File: src/rtl/imem_arbiter.sv
// imem_arbiter: shares the icache request port between core fetch (read only) and the boot loader/debug port (read/write)
// Ports:
//   i_clk, i_reset_n                 clock, asynchronous active-low reset
//   i_boot_done, i_halt              phase controls (levels)
//   i_f_req/i_f_addr                 fetch request; o_f_gnt accept, o_f_rvalid/o_f_rdata response
//   i_l_req/i_l_rnw/i_l_addr/i_l_wdata  loader request; o_l_gnt accept, o_l_rvalid/o_l_rdata response
//   o_mem_rq/o_rnw/o_pc/o_data       icache request port, i_mem_data combinational read data
//   o_state                          BOOT=00, RUN=01, HALT=10
module imem_arbiter #(
    parameter int WIDTH      = 32,
    parameter int STARVE_MAX = 4
) (
    input  logic             i_clk,
    input  logic             i_reset_n,
    input  logic             i_boot_done,
    input  logic             i_halt,
    input  logic             i_f_req,
    input  logic [WIDTH-1:0] i_f_addr,
    output logic             o_f_gnt,
    output logic             o_f_rvalid,
    output logic [WIDTH-1:0] o_f_rdata,
    input  logic             i_l_req,
    input  logic             i_l_rnw,
    input  logic [WIDTH-1:0] i_l_addr,
    input  logic [WIDTH-1:0] i_l_wdata,
    output logic             o_l_gnt,
    output logic             o_l_rvalid,
    output logic [WIDTH-1:0] o_l_rdata,
    output logic             o_mem_rq,
    output logic             o_rnw,
    output logic [WIDTH-1:0] o_pc,
    output logic [WIDTH-1:0] o_data,
    input  logic [WIDTH-1:0] i_mem_data,
    output logic [1:0]       o_state
);
    typedef enum logic [1:0] {BOOT = 2'b00, RUN = 2'b01, HALT = 2'b10} state_t;
    localparam logic [7:0] SMAX = 8'(STARVE_MAX);
    state_t     state, state_nx;
    logic [7:0] cnt, cnt_nx;
    logic       run, starved, l_rd;
    always_comb begin
        run      = state == RUN;
        starved  = cnt == SMAX;
        // RUN and HALT share one rule: halt level alone selects the phase
        state_nx = state == BOOT ? (i_boot_done ? (i_halt ? HALT : RUN) : BOOT) :
                   (state == RUN || state == HALT) ? (i_halt ? HALT : RUN) : BOOT;
        o_l_gnt  = i_l_req & (!run | !i_f_req | starved);
        o_f_gnt  = run & i_f_req & !o_l_gnt;
        l_rd     = o_l_gnt & i_l_rnw;
        o_mem_rq = o_f_gnt | o_l_gnt;
        o_rnw    = o_l_gnt ? i_l_rnw : 1'b1;
        o_pc     = o_f_gnt ? i_f_addr : o_l_gnt ? i_l_addr : '0;
        o_data   = o_l_gnt ? i_l_wdata : '0;
        cnt_nx   = (!run || state_nx != state || !i_l_req || o_l_gnt) ? 8'd0 :
                   starved ? cnt : cnt + 8'd1;
        o_state  = state;
    end
    always_ff @(posedge i_clk or negedge i_reset_n) begin
        if (!i_reset_n) begin
            state      <= BOOT;
            cnt        <= '0;
            o_f_rvalid <= 1'b0;
            o_l_rvalid <= 1'b0;
            o_f_rdata  <= '0;
            o_l_rdata  <= '0;
        end else begin
            state      <= state_nx;
            cnt        <= cnt_nx;
            o_f_rvalid <= o_f_gnt;
            o_l_rvalid <= l_rd;
            if (o_f_gnt) o_f_rdata <= i_mem_data;
            if (l_rd) o_l_rdata <= i_mem_data;
        end
    end
endmodule
File: config.mk
export PLATFORM = sky130hd
export DESIGN_NAME = imem_arbiter
export DESIGN_NICKNAME = d
export VERILOG_FILES = /design/src/rtl/imem_arbiter.sv
export SDC_FILE = /design/constraint.sdc
export NUM_CORES = 1
export LEC_CHECK = 0
export BUFFER_PORTS_ARGS = -buffer_cell sky130_fd_sc_hd__buf_2
export CORE_MARGIN = 10
export CORE_UTILIZATION = 41
export DETAILED_ROUTE_END_ITERATION = 10
export GPL_ROUTABILITY_DRIVEN = 0
export PLACE_DENSITY = 0.81
export SLEW_MARGIN = 15
export SYNTH_ARGS = -nofsm -noshare
export SYNTH_HDL_FRONTEND = slang
export SYNTH_SLANG_ARGS = --single-unit
export TNS_END_PERCENT = 30
File: constraint.sdc
create_clock -name i_clk -period 2.5 [get_ports i_clk]
set_clock_uncertainty 0.15 [all_clocks]
set_input_delay 0.625 -clock i_clk [delete_from_list [all_inputs] [get_ports i_clk]]
set_output_delay 0.625 -clock i_clk [all_outputs]
set_load 0.05 [all_outputs]
==> flow_summary.json <==
{
  "status": "finished with violations",
  "violations": "negative setup slack",
  "rsz0062_at_grt": "true",
  "powerDensity_nw_per_um2": 992,
  "syn_to_final_growth_pct": 73.5,
  "drt-total-wl_um": 15900,
  "place_inst": 647,
  "synth.largest_area_cell": "dfrtp_1",
  "ys_seq_elements": 76,
  "post-synth-top-count-cell": "dfrtp_1",
  "fin_nets": 697,
  "antenna_found_initial": 4,
  "finalWorstSetupSlack_ns": -0.381,
  "period_minus_slack_ns": 2.88,
  "instances_no_fill": 674,
  "synth-xor-area-share": 0.0144,
  "muxShareOfSynthArea": 0.218,
  "ys.flop_type": "dfrtp_1",
  "worst-r2r-cell-count": 8,
  "synth-simple-area-share": 0.0959,
  "row_count": 34,
  "synth_edf_count": 0,
  "peakVddDrop_v": 0.000739,
  "cts_buffers": 9,
  "worst_ep_arrival_time_ns": 2.11,
  "synth_fp_nets": 408,
  "fp.dieW_um": 114,
  "clk_path_buf_depth": 2,
  "setup_viol": 67,
  "synth-adder-area-share": 0.0137,
  "period_share": 1.15,
  "dieArea_um2": 13000,
  "post-route-cell-area_um2": 6320,
  "p_total_mw": 6.27,
  "ys_types": 27,
  "holdCritPathClass": "in -> async",
  "ys_warn_count": 0,
  "fmax_mhz": 347,
  "clkLatencyLatePin_ns": 0.33,
  "yosys-top-cells-area": "dfrtp_1, mux2_2, a22o_1",
  "cp_max_fo": 17,
  "crit_required_ns": 1.73,
  "grt_pass1_vias": 3791,
  "syn_area_um2": 3640,
  "holdBufCountCts": 0,
  "placed_cell_area_um2": 5430,
  "yosysSeqAreaShare": 0.522,
  "synthCells": 269,
  "portBuffers": 270,
  "setup_tns_ns": -21.25,
  "synth_top_family_by_area": "multiplexers",
  "synth-compound-area-share": 0.0904,
  "start_kind": "register",
  "root_buffer": "clkbuf_8",
  "drc": 0,
  "finalHoldViolCount": 0,
  "synth-async-reset-ratio": 1.00,
  "grt_overflow": 0,
  "cap_violations": 0,
  "reg2reg_slack_ns": 0.29,
  "drt_iter0_drc": 212,
  "clock_sinks": 76,
  "syn_area_per_cell_um2": 13.5,
  "clkTransAtPathRegs_ns": 0.08,
  "tightest_slew_ns": 0.404,
  "coreArea_um2": 8680,
  "avgRoutedWirePerCell_um": 23.6,
  "avgViaCountPerCell": 5.11,
  "postRouteAntennaNets": 0,
  "start_util": 0.420,
  "timing.rr.start": "cnt[1]",
  "yosys-top-cells-count": "dfrtp_1, mux2_2, a22o_1, and2_1, mux2_4",
  "worstSetupEndpointType": "output pin",
  "reg2reg_to": "o_f_rdata[31]",
  "synth.top_cell.area_share": 0.522,
  "die_y_um": 114,
  "ios": 271,
  "via_count": 3445,
  "place_hpwl_um": 11400,
  "drive_above_1_share": 0.778,
  "critical_path_class": "reg -> out",
  "slew_violations": 0,
  "power_leakage_nw": 3.18,
  "drt_pass1_iterations": 4,
  "htree_levels": 3,
  "grt.total_usage": 0.227,
  "cts_tree": "yes",
  "maxSlewHeadroom": 0.730,
  "grt_pass1_wl_um": 22900,
  "grt_max_degree": 77
}
-- layout make-up --
class                   instances  area [um2]
clock buffers                   9         124
diodes                          3        7.51
multi-input cells             170        1790
flip-flops and latches         76        1900
fillers                       583        2360
well taps                     108         135
inverters                       6        22.5
clock inverters                 7         106
repair buffers                295        2230
-- metal layers --
layer	global-route usage	up-vias	share of wire
met1	0.217	1655	0.33
met5	0	-	0.0017
met3	0.0875	48	0.089
met2	0.412	200	0.53
li1	-	1538	-
met4	0.114	4	0.052
-- metrics by stage --
stage | hold slack (ns) | util | setup WS (ns)
2_1_floorplan | 0.179 | - | -0.122
3_3_place_gp | 0.336 | 0.625 | -0.0631
3_5_place_dp | 0.338 | 0.625 | -0.0966
4_1_cts | 0.164 | 0.713 | -0.384
5_1_grt | 0.161 | 0.728 | -0.476
6_report | 0.158 | 0.728 | -0.381
-- kinds of logic (layout without fill, tap and decap cells) --
kind of cell	Yosys count	in the layout
flip-flops	76	76
buffers and inverters	23	317
AO/OA/AOI/OAI	37	37
adder cells (fa/ha/maj)	4	4
XOR/XNOR	6	6
AND/OR/NAND/NOR	58	58
other	0	3
multiplexers	65	65
-- worst max path at each step --
stage,start,endpoint,slack (ns)
after floorplan,o_state[1],o_pc[11],-0.12
after global placement,i_f_req,o_pc[9],-0.06
after detailed placement,i_f_req,o_pc[4],-0.1
after CTS,cnt[0],o_pc[12],-0.38
after global routing,cnt[0],o_pc[1],-0.48
final,cnt[1],o_data[13],-0.38
-- flip-flops by register name, summed over array words and instances (netlist names) --
name,count
o_f_rdata,32
o_l_rdata,32
o_f_rvalid,1
o_l_rvalid,1
cnt,8
o_state,2
-- repair_timing --
action                                  CTS  global route
endpoints found under the setup margin   67            67
pin swaps                                21            11
cloned                                    1             2
gates resized for setup                 153            13
setup buffers                             0             5
-- worst max-delay path, cell delays in order, from the launching register on --
cell      delay, ns
dfrtp_1        0.39
inv_1          0.06
ha_2           0.15
and4bb_4       0.26
a21oi_4        0.07
nor2b_4        0.19
buf_4          0.15
buf_12         0.14
and2_2         0.19
buf_8          0.16
-- power breakdown --
part / internal (mW) / total, mW / switching, mW
registers: 1.60 / 1.80 / 0.199
logic: 1.09 / 3.41 / 2.31
clock network: 0.580 / 1.06 / 0.482
total: 3.27 / 6.27 / 2.99
-- layout by cell type (no fill, tap or decap), types with 13 or more instances in the layout --
cell	instances
and2_4	13
buf_2	203
buf_4	17
buf_8	31
a22o_4	13
mux2_2	47
dfrtp_1	74
buf_6	29
mux2_4	17
and2_2	19
(Power assumes the default switching activity.)
